`config.mk`:
```
export PLATFORM = sky130hd
export DESIGN_NAME = seg_scan_driver_flat
export DESIGN_NICKNAME = d
export VERILOG_FILES = /design/src/rtl/seg_scan_driver_if.sv /design/src/rtl/seg_scan_driver.sv /design/src/flat_wrapper.sv
export SDC_FILE = /design/constraint.sdc
export NUM_CORES = 1
export LEC_CHECK = 0
export CAP_MARGIN = 40
export CORE_ASPECT_RATIO = 2
export CORE_MARGIN = 5
export CORE_UTILIZATION = 24
export CTS_CLUSTER_DIAMETER = 120
export DETAILED_ROUTE_END_ITERATION = 16
export PLACE_DENSITY = 0.46
export SETUP_SLACK_MARGIN = 0.2
export SYNTH_ARGS = -nofsm -noshare
export SYNTH_HDL_FRONTEND = slang
export SYNTH_SLANG_ARGS = --single-unit
```
`constraint.sdc`:
```
create_clock -name clk_slow -period 2.1 [get_ports clk_slow]
set_clock_uncertainty 0.15 [all_clocks]
set_input_delay 0.42 -clock clk_slow [delete_from_list [all_inputs] [get_ports clk_slow]]
set_output_delay 0.42 -clock clk_slow [all_outputs]
set_load 0.005 [all_outputs]
```
`src/rtl/seg_scan_driver_if.sv`:
```
// Bus bundle for seg_scan_driver: display load/data in, segment and digit-select drive out.
// The slave modport is the driver side; the master modport belongs to whoever loads the display.
interface seg_scan_driver_if;
    logic        load;
    logic [31:0] data;
    logic [7:0]  seg0;
    logic [7:0]  seg1;
    logic [3:0]  sel0;
    logic [3:0]  sel1;

    modport master (
        output load, data,
        input  seg0, seg1, sel0, sel1
    );

    modport slave (
        input  load, data,
        output seg0, seg1, sel0, sel1
    );
endinterface

```
`src/rtl/seg_scan_driver.sv`:
```
// Two-bank 8-digit hex seven-segment scanner; both banks scan in lockstep with a blank cycle per digit.
// Optional leading-zero blanking is built when SEG_LEADING_ZERO_BLANK_EN is defined.
module seg_scan_driver #(
    parameter int unsigned DWELL = 4
) (
    input  logic              clk_slow,
    input  logic              rst,
    seg_scan_driver_if.slave  bus
);
    localparam logic [7:0] DW_LAST = 8'(DWELL - 1);

    logic [31:0] disp_q, disp_d;
    logic [1:0]  idx_q,  idx_d;
    logic [7:0]  dw_q,   dw_d;
    logic [7:0]  seg0_q, seg0_d;
    logic [7:0]  seg1_q, seg1_d;
    logic [3:0]  sel0_q, sel0_d;
    logic [3:0]  sel1_q, sel1_d;
    logic [3:0]  nib_lo, nib_hi;

    function automatic logic [7:0] hex_seg(input logic [3:0] n);
        logic [7:0] s;
        case (n)
            4'h0:    s = 8'h3F;
            4'h1:    s = 8'h06;
            4'h2:    s = 8'h5B;
            4'h3:    s = 8'h4F;
            4'h4:    s = 8'h66;
            4'h5:    s = 8'h6D;
            4'h6:    s = 8'h7D;
            4'h7:    s = 8'h07;
            4'h8:    s = 8'h7F;
            4'h9:    s = 8'h6F;
            4'hA:    s = 8'h77;
            4'hB:    s = 8'h7C;
            4'hC:    s = 8'h39;
            4'hD:    s = 8'h5E;
            4'hE:    s = 8'h79;
            default: s = 8'h71;
        endcase
        return s;
    endfunction

`ifdef SEG_LEADING_ZERO_BLANK_EN
    // Position of the most significant non-zero nibble; 0 when the value is zero so digit 0 stays lit.
    function automatic logic [2:0] top_digit(input logic [31:0] v);
        logic [2:0] t;
        t = 3'd0;
        for (int k = 1; k < 8; k++) begin
            if (v[4*k +: 4] != 4'h0) t = 3'(k);
        end
        return t;
    endfunction

    logic [2:0] top;
    assign top = top_digit(disp_q);
`endif

    assign nib_lo = disp_q[{1'b0, idx_q, 2'b00} +: 4];
    assign nib_hi = disp_q[{1'b1, idx_q, 2'b00} +: 4];

    always_comb begin
        disp_d = bus.load ? bus.data : disp_q;
        dw_d   = dw_q + 8'd1;
        idx_d  = idx_q;
        if (dw_q == DW_LAST) begin
            dw_d  = 8'd0;
            idx_d = idx_q + 2'd1;
        end

        seg0_d = 8'h00;
        seg1_d = 8'h00;
        sel0_d = 4'b0000;
        sel1_d = 4'b0000;
        // dw==0 is the blanking slot between digits that keeps the previous digit from ghosting.
        if (dw_q != 8'd0) begin
            sel0_d = 4'b0001 << idx_q;
            sel1_d = 4'b0001 << idx_q;
            seg0_d = hex_seg(nib_lo);
            seg1_d = hex_seg(nib_hi);
`ifdef SEG_LEADING_ZERO_BLANK_EN
            if ({1'b0, idx_q} > top) seg0_d = 8'h00;
            if ({1'b1, idx_q} > top) seg1_d = 8'h00;
`endif
        end
    end

    always_ff @(posedge clk_slow) begin
        if (!rst) begin
            disp_q <= '0;
            idx_q  <= '0;
            dw_q   <= '0;
            seg0_q <= '0;
            seg1_q <= '0;
            sel0_q <= '0;
            sel1_q <= '0;
        end else begin
            disp_q <= disp_d;
            idx_q  <= idx_d;
            dw_q   <= dw_d;
            seg0_q <= seg0_d;
            seg1_q <= seg1_d;
            sel0_q <= sel0_d;
            sel1_q <= sel1_d;
        end
    end

    assign bus.seg0 = seg0_q;
    assign bus.seg1 = seg1_q;
    assign bus.sel0 = sel0_q;
    assign bus.sel1 = sel1_q;
endmodule

```
`src/flat_wrapper.sv`:
```
// flat-port wrapper written by rule: the top's interface ports become plain ports
module seg_scan_driver_flat 
#(
    parameter int unsigned DWELL = 4
)
  (clk_slow, rst, bus_load, bus_data, bus_seg0, bus_seg1, bus_sel0, bus_sel1);
  seg_scan_driver_if bus_i ();
  input  logic clk_slow;
  input  logic rst;
  input wire logic [$bits(bus_i.load)-1:0] bus_load;
  input wire logic [$bits(bus_i.data)-1:0] bus_data;
  output wire logic [$bits(bus_i.seg0)-1:0] bus_seg0;
  output wire logic [$bits(bus_i.seg1)-1:0] bus_seg1;
  output wire logic [$bits(bus_i.sel0)-1:0] bus_sel0;
  output wire logic [$bits(bus_i.sel1)-1:0] bus_sel1;
  assign bus_i.load = bus_load;
  assign bus_i.data = bus_data;
  assign bus_seg0 = bus_i.seg0;
  assign bus_seg1 = bus_i.seg1;
  assign bus_sel0 = bus_i.sel0;
  assign bus_sel1 = bus_i.sel1;
  seg_scan_driver #(.DWELL(DWELL)) u_core (.clk_slow(clk_slow), .rst(rst), .bus(bus_i));
endmodule
```
## Yosys cells after proc, flatten, opt, wreduce, memory -nomap -nowiden

Memories as Yosys holds them, arrays and structs flattened. A register that Yosys moved wholly into a read port is not among the register bits.
Cells that the tools add are included.

| storage, ports and cells | value |
|---|---|
| flip-flop bits (word level) | 62 |
| memory bits (read-only) | 224 |
| input port bits | 35 |
| output and inout port bits | 24 |
| word-level logic and storage cells | 20 |
| memories kept | 2 |

Memory list:

| memory | depth | bits a word | rd ports | clocked after Yosys merged registers in | wr ports | line | text |
|---|---|---|---|---|---|---|---|
| (no name shown) | 16 | 7 | 1 | 1 | 0 | seg_scan_driver.sv:23 | `case (n)` |
| (no name shown) | 16 | 7 | 1 | 1 | 0 | seg_scan_driver.sv:23 |  |

| cells by class | value |
|---|---|
| $add $sub $neg | 2 |
| equal/unequal tests | 1 |
| shift-type cells | 3 |
| bitwise logic cells | 1 |
| reduce and logical (&&, ||, !) cells | 5 |

Operator list:

| kind | count |
|---|---|
| indexed part select 32 x 5 -> 4 bit | 1 |
| indexed part select 32 x 6 -> 4 bit | 1 |
| adder 8 x 1 -> 8 bit (second input constant) | 1 |
| == test 8 x 2 -> 1 bit (second input constant) | 1 |
| nonzero test 8 bit | 1 |
| << shifter 1 x 2 -> 4 bit (first input constant) | 1 |
| adder 2 x 1 -> 2 bit (second input constant) | 1 |
| logical NOT 1 bit | 2 |
| AND reduction 2 bit | 1 |
| OR reduction 2 bit | 1 |
| NOT 1 bit | 1 |

## Logic depth before layout (Yosys ltp)

Gate-level depths: netlist of the first run.

| logic depth | value |
|---|---|
| depth after elaboration | 3 |
| gate-level depth with buffers | 8 |
| depth with buffers taken out | 6 |

## Worst setup path before layout of the first run

Ideal clock, no wire load.

| timing | value |
|---|---|
| path kind | register to register |
| start | register u_core.idx_q[0] |
| end | register u_core.seg0_q[1] (netlist: u_core.bus.seg0[1]) |
| setup time | 0.095 ns |
| arrival time | 2.059 ns |
| data required time | 1.855 ns |
| slack | -0.204 ns |
| cell stages (with the launch flop) | 8 |
| path buffers | 2 |
| period minus slack after synthesis | 2.304 ns |
| path through | dfxtp_1 -> buf_6 -> buf_2 -> mux4_2 -> inv_1 -> ha_1 -> mux2_2 -> a221oi_1 |

| between the ends | value |
|---|---|
| longest elaborated chain between the ends | 1 |

Ends and longest elaborated chain:

| what | line | text |
|---|---|---|
| start: declaration | seg_scan_driver.sv:13 | `logic [1:0] idx_q, idx_d;` |
| start signal: assignment | seg_scan_driver.sv:99 | `idx_q <= idx_d;` |
| indexed part select 32 x 5 -> 4 bit | seg_scan_driver.sv:59 | `assign nib_lo = disp_q[{1'b0, idx_q, 2'b00} +: 4];` |
| end: declaration | seg_scan_driver.sv:15 | `logic [7:0] seg0_q, seg0_d;` |

No other way between the ends.
A chain may end at the register's enable or synchronous reset.

## Worst setup path in the final report of the first run

| timing | value |
|---|---|
| start | register u_core.idx_q[0] |
| end | register u_core.seg1_q[3] (netlist: u_core.bus.seg1[3]) |

| between the ends | value |
|---|---|
| longest elaborated chain between the ends | 1 |

Ends and longest elaborated chain:

| what | line | text |
|---|---|---|
| indexed part select 32 x 6 -> 4 bit | seg_scan_driver.sv:60 | `assign nib_hi = disp_q[{1'b1, idx_q, 2'b00} +: 4];` |
| end: declaration | seg_scan_driver.sv:16 | `logic [7:0] seg1_q, seg1_d;` |

No other way between the ends.

==> impl_metrics.ini, run 1 <==
[setup_path]
r2r_cells = 6
path_class = reg2reg
rr_startpoint = u_core.idx_q[0]
start_kind = register
crit_path_start = u_core.idx_q[0]
critPathRequiredTime_ns = 2.22
critPathCaptureType = register
crit_path_max_fanout = 6
worstPathArrival_ns = 2.13

[yosys]
syn_area_sq_um = 2750
syn_area_per_cell_sq_um = 10.5
synthTopCellsByArea = dfxtp_1, mux2i_1, mux4_2
synth_edf_count = 0
synthMuxAreaShare_pct = 20.9
ys_seq_area_share_pct = 43.7
synthCells = 263
synth_top_area_share_pct = 43.7
ys_seq_elements = 60
netlist-cell-type-count = 39
synth_compound_area_share_pct = 5.10
yosysTopAreaCell = dfxtp_1
ys_async_sr_fraction_pct = 0
ys_warn_count = 0
synth_top_family_by_area = multiplexers
synth_xor_xnor_area_share_pct = 2.87
synthSimpleGateAreaFrac_pct = 13.8
synth_fa_ha_area_share_pct = 7.28
synth_ff_type = dfxtp_1

[global_routing]
grt_pass1_wl_mm = 11.4
grt_max_degree = 35
grt_pass1_vias = 2351
antenna_found_initial = 0
overflow = 0
gr-usage-all-layers_pct = 10.7

[floorplanning]
io_pins = 59
start_util_pct = 24.4
chipHeight_um = 161
die_w_um = 85.7
core_region_area_sq_um = 11300
die_area_sq_um = 13800
rows = 55

[outcome]
status = complete, no violations

[pwr]
cellPowerDensity_nw_per_um2 = 846
power_mw = 3.55
vdd_drop_max_mv = 0.421
leakagePower_nw = 1.74

[finish]
syn2layout_area_growth_pct = 52.3
drive_gt1_share_pct = 25.6
layoutNonFillerInstCount = 493
diodes = 0
fill_cells = 1142
nets = 397
final_core_util_pct = 37.1

[place]
dpl.hpwl_mm = 5.07
port_buffers = 56
placed_cells = 463
gp_congestion = 0.816

[sta]
setup_viol = 0
finalHoldViolations = 0
hold_slack_ns = 0.329
final_max_slew_viol_count = 0
max_freq_mhz = 496
fin_crit_sh_pct = 96.0
rsz0062_at_grt = yes
fin_crit_ns = 2.02

[cts]
clk_latency_ns = 0.32
cts_sinks = 60
cts_buffers = 9
cts.root.buffer_cell = clkbuf_16
cts_buffer_depth = 2
cts_max_level = 3
cts_tree = yes
hold_buffers = 0
path_clk_slew_ns = 0.05

[routing]
ant_nets = 0
wl_per_cell_um = 14.1
drt_iter0_drc = 52
vias = 2132
wl_mm = 6.93
viasPerCell = 4.32
drt_first_pass_iters = 4
post-route-drc-count = 0

[min_path]
hold_path_depth = 1
hold_path.class = reg2reg
hp-start = u_core.dw_q[0]

[job]
drv_cap = 0
## synth_stat cells (3+ instances only)
cell type and n:
mux2i_1 35, xor2_1 7, and3_1 3, buf_1 3, o21ai_0 3, ha_1 16
nand2_1 7, nand3_1 4, buf_4 7, inv_1 11, nor2_1 49, a221oi_1 5
clkbuf_1 5, mux4_2 9, buf_6 3, nor3_1 3, a211oi_1 3, dfxtp_1 60
## worst max-delay path, cell delays in order, from the launching register on
cell and delay [ns]:
dfxtp_4 0.38, mux4_2 0.44, inv_2 0.07, buf_4 0.16, ha_1 0.22, mux4_2 0.45, nor2_1 0.08
## flip-flops by register name, indices dropped and copies added, names as in the netlist
name             count
u_core.disp_q       32
u_core.dw_q          8
u_core.bus.seg0      7
u_core.bus.seg1      7
u_core.bus.sel0      4
u_core.idx_q         2
## placed cells by master, fill, tap and decap left out, drive strengths merged
master	n
a2bb2oi	1
mux2i	35
xor2	7
clkinvlp	2
a221oi	6
a211o	1
and3	3
clkdlybuf4s50	55
a21oi	2
nor2	49
nand3	4
a211oi	3
o221ai	1
xnor2	2
or2b	1
buf	35
nor2b	1
nor4	1
nand2	7
nand4	2
and4	1
nand2b	1
mux4	10
and2	2
mux2	2
bufinv	3
and2b	2
nor3b	2
or3b	2
o211ai	1
o21ai	3
clkinv	3
clkbuf	9
ha	16
dfxtp	60
conb	2
inv	11
nor3	3
## report_power, final
group	total [mW]	switching, mW	internal, mW
clock network	1.66	0.511	1.15
logic	0.613	0.252	0.361
registers	1.27	0.0436	1.23
## area by class of cell
| class | instances | area, sq um | area share (%) |
|---|---|---|---|
| inverter | 12 | 47.5 | 1.14 |
| clock inverter | 7 | 115 | 2.75 |
| multi-input combinational | 173 | 1560 | 37.2 |
| clock buffer | 9 | 225 | 5.38 |
| tap | 142 | 178 | 4.24 |
| sequential | 60 | 1200 | 28.8 |
| timing repair buffer | 90 | 858 | 20.5 |
## path summary, 6_finish.rpt
path / endpoint / slack [ns]
setup / recovery: u_core.bus.seg1[3] / 0.08
hold reg to reg: u_core.dw_q[0] / 0.33
setup reg to reg: u_core.bus.seg1[3] / 0.08
hold / removal: u_core.dw_q[0] / 0.33
## routing by layer
| metal | routed length, um | up-vias | GRT usage [%] |
|---|---|---|---|
| li1 | - | 1067 | - |
| met1 | 2550 | 992 | 10.7 |
| met2 | 3890 | 53 | 19.5 |
| met3 | 242 | 20 | 2.19 |
| met4 | 254 | 0 | 6.84 |
| met5 | 0 | - | 0 |
## timing repair
item | in CTS | in global routing
pin swaps | 3 | 8
endpoints found under the setup margin | 14 | 14
buffers inserted | 9 | 4
gates resized for setup | 9 | 24
cloned | 1 | 0
endpoints found under the hold margin | 0 | 0
## per-stage QoR
stage	TNS [ns]	setup slack, ns	area [sq um]
after global placement	-0.0309	-0.0167	3570
after detailed placement	-0.121	-0.0414	3570
after floorplan	-0.00186	-0.00186	2800
after global routing	-0.0172	-0.0113	4190
final	0	0.0842	4190
after CTS	0	0.0674	4050
## cell families after synthesis
logic type      after synthesis
simple gates                 81
fa+ha+maj                    16
other cells                   1
compound gates               18
xor+xnor                      9
flops                        60
buf+inv                      32
mux                          46
Note: power is estimated with default switching activity, not from simulation.
==> run 2: changes to the inputs <==
GPL_TIMING_DRIVEN = 0   (was not set)
==> run 2 against run 1 <==
The flow now finishes with violations (setup timing). Non-clock buffer count decreased by 2. Via count decreased by 1.3%. Register-to-register slack got worse by 0.12 ns. Cell count decreased by 0.81%. Flip-flop and latch count unchanged. First-iteration DRC count increased by 12%. Clock power decreased by 8%. Global-route usage increased by 0.18 points. Largest cell class unchanged. Largest power group unchanged. Highest routed layer unchanged.
==> impl_metrics.ini, run 2 (synthesized netlist as in run 1, its figures left out) <==
[outcome]
status = finished, violations left
violations = setup timing

[sta]
finalHoldViolations = 0
relSlewSlack_pct = 45.3
fin_crit_sh_pct = 102
setup_viol = 2
rsz0062_at_grt = yes
setup_tns_ns = -0.0682
final_max_slew_viol_count = 0
hold_slack_ns = 0.335
fin_crit_ns = 2.14
worst_slack_ns = -0.0352
max_freq_mhz = 468
worst_pin_slew_ns = 0.820

[routing]
wl_mm = 6.99
drt_iter0_drc = 58
vias = 2104
viasPerCell = 4.30
post-route-drc-count = 0
ant_nets = 0
wl_per_cell_um = 14.3
drt_first_pass_iters = 4

[global_routing]
grt_pass1_vias = 2293
gr-usage-all-layers_pct = 10.9
grt_pass1_wl_mm = 11.3
grt_max_degree = 11
overflow = 0
antenna_found_initial = 0

[pwr]
vdd_drop_max_mv = 0.404
switchingPower_mw = 0.775
p_comb_share_pct = 16.8
leakagePower_nw = 1.66
cellPowerDensity_nw_per_um2 = 835
internal_power_mw = 2.58
power_frac_clock_pct = 45.5
power_mw = 3.35
netSwitchingFraction_pct = 23.1
seqPwrFrac_pct = 37.7

[cts]
path_clk_slew_ns = 0.05
cts_max_level = 3
cts_sinks = 60
clk_latency_ns = 0.33
cts_buffers = 9
cts_buffer_depth = 2
cts.root.buffer_cell = clkbuf_16
cts_tree = yes

[finish]
syn2layout_area_growth_pct = 46.0
largest_reg_flops = 32
design_area_sq_um = 4020
drive_gt1_share_pct = 20.5
diodes = 0
final_common_cell = dfxtp_1
nets = 394
fill_cells = 1182
regMostFlops = u_core.disp_q
layoutNonFillerInstCount = 489
top_regs = u_core.disp_q (32), u_core.dw_q (8)
final_core_util_pct = 35.6
final_cell_mix = dfxtp_1, clkdlybuf4s50_1, nor2_1

[setup_path]
worstPathArrival_ns = 2.22
critPathCaptureType = register
path_cells = buf_6 -> buf_12 -> mux4_2 -> inv_4 -> ha_4 -> mux2_4 -> a221oi_2
critPathRequiredTime_ns = 2.19
path_class = reg2reg
start_kind = register
cp_num_buf_inv = 3
critical_path.max_stage_delay_ns = 0.57
slowest_stage = mux4_2
cp_top_family = multiplexers
crit_path_max_fanout = 5

[floorplanning]
start_util_pct = 24.4
die_w_um = 85.7
io_pins = 59
chipHeight_um = 161
die_area_sq_um = 13800
core_region_area_sq_um = 11300
rows = 55

[place]
dpl.hpwl_mm = 5.41
dpl_cell_area_sq_um = 3520
gp_congestion = 0.771
pre_cts_ws_ns = -0.165
placed_cells = 461
port_buffers = 55

[min_path]
hold_path.class = reg2reg

[job]
drv_cap = 0
run 2: power by group through the flow:
stage                     logic, mW  registers (mW)  clock network [mW]
after global routing          0.620            1.27                1.64
after CTS                     0.568            1.26                1.58
after global placement        0.514            1.29                   0
after floorplan               0.291            1.28                   0
after detailed placement      0.522            1.29                   0
final                         0.565            1.26                1.53
run 2: path summary, 6_finish.rpt:
kind	endpoint	cells past startpoint	slack, ns	startpoint
worst max-delay path	u_core.bus.seg0[1]	7	-0.04	u_core.idx_q[0]
worst max register to register	u_core.bus.seg0[1]	7	-0.04	u_core.idx_q[0]
worst min register to register	u_core.disp_q[25]	2	0.33	u_core.disp_q[25]
worst min-delay path	u_core.disp_q[25]	2	0.33	u_core.disp_q[25]
run 2: final cells by class:
cell class	instances	area (sq um)	area share (%)
tap	142	178	4.43
buffer	20	149	3.71
sequential	60	1200	29.9
clock inverter	5	77.6	1.93
clock buffer	10	229	5.70
inverter	12	52.6	1.31
timing repair buffer	68	664	16.5
multi-input combinational	172	1460	36.4
run 2: worst register-to-register path: cells and delay by family (launching register included):
kind / cells / cell delay [ns]
AO/OA/AOI/OAI: 1 / 0.20
buffers and inverters: 3 / 0.33
flip-flops: 1 / 0.32
multiplexers: 2 / 0.84
adder cells (fa/ha/maj): 1 / 0.20
run 2: metal layers:
layer / up-vias / share of wire [%] / track usage (%)
met5: - / 0 / 0
met4: 0 / 2.5 / 5.40
met3: 11 / 3.7 / 3.16
met2: 45 / 58 / 20.8
met1: 984 / 35 / 10.2
li1: 1064 / - / -
run 2: timing repair:
action                                  in CTS  in global routing
setup buffers                               13                  0
hold buffers                                 0                  0
pin swaps                                    4                  3
endpoints found under the setup margin      17                 17
gates resized for setup                     13                  6
endpoints found under the hold margin        0                  0
